**config.mk**
```make
export PLATFORM = sky130hd
export DESIGN_NAME = dm_lsu
export DESIGN_NICKNAME = d
export VERILOG_FILES = /design/src/rtl/dm_lsu.sv
export SDC_FILE = /design/constraint.sdc
export NUM_CORES = 1
export LEC_CHECK = 0
export ABC_CLOCK_PERIOD_IN_PS = 4700
export CORE_MARGIN = 3
export CORE_UTILIZATION = 46
export CTS_CLUSTER_SIZE = 24
export DETAILED_ROUTE_END_ITERATION = 10
export PLACE_DENSITY = 0.83
export RECOVER_POWER = 50
export SYNTH_ARGS = -nofsm -noshare
export SYNTH_HDL_FRONTEND = slang
export SYNTH_SLANG_ARGS = --single-unit
export TNS_END_PERCENT = 50
```
**constraint.sdc**
```tcl
create_clock -name clk -period 4.7 [get_ports clk]
set_input_delay 0.94 -clock clk [delete_from_list [all_inputs] [get_ports clk]]
set_output_delay 0.94 -clock clk [all_outputs]
set_load 0.02 [all_outputs]
```
**src/rtl/dm_lsu.sv**
```systemverilog
// Load/store unit between the single-cycle datapath and a req/ack data memory.
// Aligns, byte-enables and replicates stores; extracts and extends loads; stalls the datapath meanwhile.
module dm_lsu #(
    parameter int ACK_FREE = 0
) (
    input  logic        clk,
    input  logic        rst,
    input  logic [1:0]  DMWr,
    input  logic [2:0]  DMRe,
    input  logic [31:0] addr,
    input  logic [31:0] wdata,
    output logic [31:0] rdata,
    output logic        stall,
    output logic        addr_err,
    output logic        mem_req,
    output logic        mem_we,
    output logic [29:0] mem_addr,
    output logic [3:0]  mem_be,
    output logic [31:0] mem_wdata,
    input  logic        mem_ack,
    input  logic [31:0] mem_rdata
);

    localparam logic [1:0] DMWR_NOP = 2'd0;
    localparam logic [1:0] DMWR_SB  = 2'd1;
    localparam logic [1:0] DMWR_SH  = 2'd2;
    localparam logic [1:0] DMWR_SW  = 2'd3;

    localparam logic [2:0] DMRE_NOP = 3'd0;
    localparam logic [2:0] DMRE_LB  = 3'd1;
    localparam logic [2:0] DMRE_LBU = 3'd2;
    localparam logic [2:0] DMRE_LH  = 3'd3;
    localparam logic [2:0] DMRE_LHU = 3'd4;
    localparam logic [2:0] DMRE_LW  = 3'd5;

    localparam logic [1:0] SZ_BYTE = 2'd0;
    localparam logic [1:0] SZ_HALF = 2'd1;
    localparam logic [1:0] SZ_WORD = 2'd2;

    typedef enum logic [1:0] {
        ST_IDLE = 2'd0,
        ST_REQ  = 2'd1,
        ST_DONE = 2'd2
    } state_t;

    state_t      state_r;
    logic [2:0]  ld_op_r;
    logic [1:0]  off_r;

    logic        store_s;
    logic        load_s;
    logic        pend_s;
    logic [1:0]  size_s;
    logic        mis_s;
    logic [3:0]  be_s;
    logic [31:0] wd_s;

    // ACK_FREE is reserved; nothing is built when it is nonzero.
    if (ACK_FREE != 0) begin : g_ack_free_reserved
    end

    // Select the byte/halfword lane of a read word and extend it to 32 bits.
    function automatic logic [31:0] extract_load(input logic [2:0]  op,
                                                 input logic [1:0]  off,
                                                 input logic [31:0] word);
        logic [7:0]  b;
        logic [15:0] h;
        logic [31:0] res;
        case (off)
            2'd0:    b = word[7:0];
            2'd1:    b = word[15:8];
            2'd2:    b = word[23:16];
            2'd3:    b = word[31:24];
            default: b = 8'd0;
        endcase
        h = off[1] ? word[31:16] : word[15:0];
        case (op)
            DMRE_LB:  res = {{24{b[7]}}, b};
            DMRE_LBU: res = {24'd0, b};
            DMRE_LH:  res = {{16{h[15]}}, h};
            DMRE_LHU: res = {16'd0, h};
            DMRE_LW:  res = word;
            default:  res = 32'd0;
        endcase
        return res;
    endfunction

    // Decode the requested access: direction, size, alignment, lanes and store data.
    always_comb begin
        store_s = (DMWr != DMWR_NOP);
        case (DMRe)
            DMRE_LB, DMRE_LBU, DMRE_LH, DMRE_LHU, DMRE_LW: load_s = 1'b1;
            default:                                       load_s = 1'b0;
        endcase
        pend_s = store_s | load_s;

        // A store takes priority over a simultaneous load.
        if (store_s) begin
            case (DMWr)
                DMWR_SB: size_s = SZ_BYTE;
                DMWR_SH: size_s = SZ_HALF;
                DMWR_SW: size_s = SZ_WORD;
                default: size_s = SZ_BYTE;
            endcase
        end else begin
            case (DMRe)
                DMRE_LB, DMRE_LBU: size_s = SZ_BYTE;
                DMRE_LH, DMRE_LHU: size_s = SZ_HALF;
                DMRE_LW:           size_s = SZ_WORD;
                default:           size_s = SZ_BYTE;
            endcase
        end

        case (size_s)
            SZ_HALF: mis_s = addr[0];
            SZ_WORD: mis_s = (addr[1:0] != 2'd0);
            default: mis_s = 1'b0;
        endcase

        case (size_s)
            SZ_BYTE: be_s = 4'b0001 << addr[1:0];
            SZ_HALF: be_s = addr[1] ? 4'b1100 : 4'b0011;
            SZ_WORD: be_s = 4'b1111;
            default: be_s = 4'b0000;
        endcase

        case (size_s)
            SZ_BYTE: wd_s = {4{wdata[7:0]}};
            SZ_HALF: wd_s = {2{wdata[15:0]}};
            default: wd_s = wdata;
        endcase
    end

    // Stall must be combinational so the datapath freezes in the same cycle the access appears.
    always_comb begin
        if (state_r == ST_REQ) begin
            stall = 1'b1;
        end else if ((state_r == ST_IDLE) && pend_s && !rst) begin
            stall = 1'b1;
        end else begin
            stall = 1'b0;
        end
    end

    // Access FSM with registered memory-port and result outputs.
    always_ff @(posedge clk) begin
        if (rst) begin
            state_r   <= ST_IDLE;
            ld_op_r   <= DMRE_NOP;
            off_r     <= 2'd0;
            rdata     <= 32'd0;
            addr_err  <= 1'b0;
            mem_req   <= 1'b0;
            mem_we    <= 1'b0;
            mem_addr  <= 30'd0;
            mem_be    <= 4'd0;
            mem_wdata <= 32'd0;
        end else begin
            case (state_r)
                ST_IDLE: begin
                    if (pend_s) begin
                        rdata <= 32'd0;
                        if (mis_s) begin
                            addr_err <= 1'b1;
                            state_r  <= ST_DONE;
                        end else begin
                            ld_op_r   <= store_s ? DMRE_NOP : DMRe;
                            off_r     <= addr[1:0];
                            mem_req   <= 1'b1;
                            mem_we    <= store_s;
                            mem_addr  <= addr[31:2];
                            mem_be    <= be_s;
                            mem_wdata <= wd_s;
                            state_r   <= ST_REQ;
                        end
                    end else begin
                        state_r <= ST_IDLE;
                    end
                end
                ST_REQ: begin
                    if (mem_ack) begin
                        mem_req <= 1'b0;
                        if (ld_op_r != DMRE_NOP) begin
                            rdata <= extract_load(ld_op_r, off_r, mem_rdata);
                        end else begin
                            rdata <= 32'd0;
                        end
                        state_r <= ST_DONE;
                    end else begin
                        state_r <= ST_REQ;
                    end
                end
                ST_DONE: begin
                    addr_err <= 1'b0;
                    state_r  <= ST_IDLE;
                end
                default: begin
                    mem_req  <= 1'b0;
                    addr_err <= 1'b0;
                    state_r  <= ST_IDLE;
                end
            endcase
        end
    end

endmodule

```
==> metrics <==
status completed; drc violations 0; period utilization roughly 82%; Adder-Cell Fraction of Synth Area about 1.1%; Fin Setup TNS 0 ns; final count of negative-setup-slack endpoints 0; core area between 0.009 and 0.01 mm²; largest family of logic cells by synthesized area compound AO/OA/AOI/OAI gates; global-route wire length before repair 23800 µm; Setup CP Type primary input to primary output; critical path's top delay family buffers and inverters; number of global-route vias before repair roughly 4900; area grow syn2layout 46.6%; crit end category primary output; CTS tree built; vias roughly 4800; hpwl dp ~11000 µm; #FFs+latches synth roughly 110; total power per unit cell area 335 mW/mm²; synthesized area 0.00473 mm²; Post-Synth Simple-Gate Area 19.3%; Post-CTS Setup Repair Bufs 0; Initial Utilization a little under half; Fmax achieved roughly 260 MHz; first-pass iteration count of the detailed router 7; Yosys Warn Count 0; Synth cell types 49; clock sink count around 110; RSZ-0062 raised after global routing no; max-slew violations 0; maxcap violations 0; Longest Clk Path Bufs 2; Tot Pwr between 2 and 2.5 mW; largest net degree at the start of global routing roughly 70; vias per cell 5.61; FP Rows 36; Area contributors post-synth dfxtp_1, nand2_1, a21oi_1; Worst-path clk slew about 0.090 ns; grt ovf 0; Worst-Skew Late Latency 0.37 ns; sequential area share after synthesis 45.7%; Clk Tree Root Cell clkbuf_8; Final min period between 3 and 4 ns; Layout Nets 834; gp weighted congestion roughly 0.85; Hold WC Path Type register to register; Setup Skew about 0.011 ns; antenna violations before repair 0; slew of the pin with the lowest slew margin roughly 1.2 ns; CP dominant cell by count nor2_1; final hold slack between 0.4 and 0.5 ns; CP bufs+invs 2; Buffers on Ports roughly 210; Synth Area in XOR/XNOR less than 1%; Yosys top cell area share between 40% and 50%; Syn Inst Count around 550; post-synthesis compound-gate area fraction between 20% and 30%; ANT cells 0; VDD IR max between 0.15 and 0.2 mV; die footprint roughly 0.012 mm²; Leak ~2.8 nW; total routed wirelength 15000 µm; Die X roughly 110 µm; Die Span Y around 110 µm; top_reg_cell synth dfxtp_1; relative slew slack 19.4%; post-route ant nets 0; Final Core Density a little over two thirds; top-count cell post-synth nand2_1; post_cts resized 0; Final Hold Fails 0; hold_buf cts 0; number of synthesized flops with an enable pin 0; # IOs just over 200; Critical Path Start Type primary input; Syn Nets between 600 and 700; leading area contributor after synthesis dfxtp_1; chain of cells forming the critical path clkdlybuf4s50_1 -> or3_4 -> a21boi_4 -> nor2_1 -> nor2_1 -> nor2_1 -> clkdlybuf4s50_1; commonest cells in the netlist nand2_1, dfxtp_1, a21oi_1; routed len/inst around 17 µm; Worst EP arrival between 2 and 3 ns; slowest CP cell clkdlybuf4s50_1; Avg Cell Area, Syn 8.64 µm²; multiplexer share of the synthesized area 3.78%; Crit Path Max Fanout 6; DR iter-0 viols 253; H-Tree Depth 3; share of cells above drive strength 1 5.62%; Async SR Flop Fraction 0%; Total GRT Usage roughly a quarter; max incr delay on CP between 0.5 and 0.6 ns; Critical Path RT 3.76 ns; total CTS buffers 9
## worst min-delay path: stages (launching register included)
cell and delay [ns]:
dfxtp_1 0.32, nand2_1 0.05, a21oi_1 0.05
## final cells by class
| class | instances | area [µm²] |
|---|---|---|
| Tap cell | 133 | 166 |
| Fill cell | 799 | 2970 |
| Multi-Input combinational cell | 389 | 2320 |
| Timing Repair Buffer | 211 | 2090 |
| Sequential cell | 108 | 2160 |
| Inverter | 7 | 26.3 |
| Clock buffer | 10 | 138 |
| Clock inverter | 5 | 37.5 |
## layer usage
layer	track usage, %	vias to the layer above	wire length [µm]
met1	30.9	2245	5700
li1	-	2319	-
met5	0	-	0
met2	43.0	244	7270
met4	9.65	0	429
met3	9.18	33	1600
## cells by family (layout without fill, tap and decap cells)
logic type,after synthesis,in the layout
buffers and inverters,51,233
AO/OA/AOI/OAI,165,165
XOR/XNOR,1,1
multiplexers,10,10
flip-flops,108,108
AND/OR/NAND/NOR,209,209
adder cells (fa/ha/maj),4,4
## flip-flops by register name (all words and copies together) (netlist names)
name / count
mem_we: 1
mem_be: 4
mem_addr: 30
ld_op_r: 3
addr_err: 1
mem_req: 1
off_r: 2
state_r: 2
rdata: 32
mem_wdata: 32
## per-stage QoR
stage / cell area (µm²) / cells / setup slack (ns)
after global routing: 6940 / 863 / 0.572
after detailed placement: 6770 / 848 / 0.505
after floorplan: 4730 / 548 / 1.84
after CTS: 6940 / 863 / 0.820
final: 6940 / 863 / 0.824
after global placement: 6770 / 848 / 0.635
## placed cells by master (no fill, tap or decap), drive strengths merged, types with 2 or more instances in the layout
cell type / count
nand2: 127
or2b: 2
nand2b: 6
a22o: 16
o211ai: 3
buf: 7
a32oi: 4
nand3: 12
nor3: 13
inv: 7
nor2: 37
o21a: 2
ha: 4
clkbuf: 10
or3: 4
dlygate4sd3: 101
o21bai: 4
mux4: 6
a311oi: 8
a221o: 16
a2111oi: 2
o21ai: 13
clkinvlp: 2
dfxtp: 108
a222oi: 6
a211oi: 19
clkinv: 3
mux2: 3
clkdlybuf4s50: 103
nor2b: 2
a21oi: 67
## path summary, 6_finish.rpt
| check | startpoint | to | slack, ns | depth (start not counted) |
|---|---|---|---|---|
| setup / recovery | DMRe[2] | stall | 0.82 | 7 |
| hold reg to reg | mem_wdata[4] | mem_wdata[4] | 0.46 | 2 |
| setup reg to reg | off_r[1] | rdata[6] | 2.06 | 5 |
| hold / removal | mem_wdata[4] | mem_wdata[4] | 0.46 | 2 |
## power by group
| part | internal [mW] | switching (mW) | leakage (nW) |
|---|---|---|---|
| combinational | 0.316 | 0.410 | 1.84 |
| sequential | 1.01 | 0.0627 | 0.886 |
| clock | 0.207 | 0.320 | 0.0848 |
(Power assumes the default switching activity.)
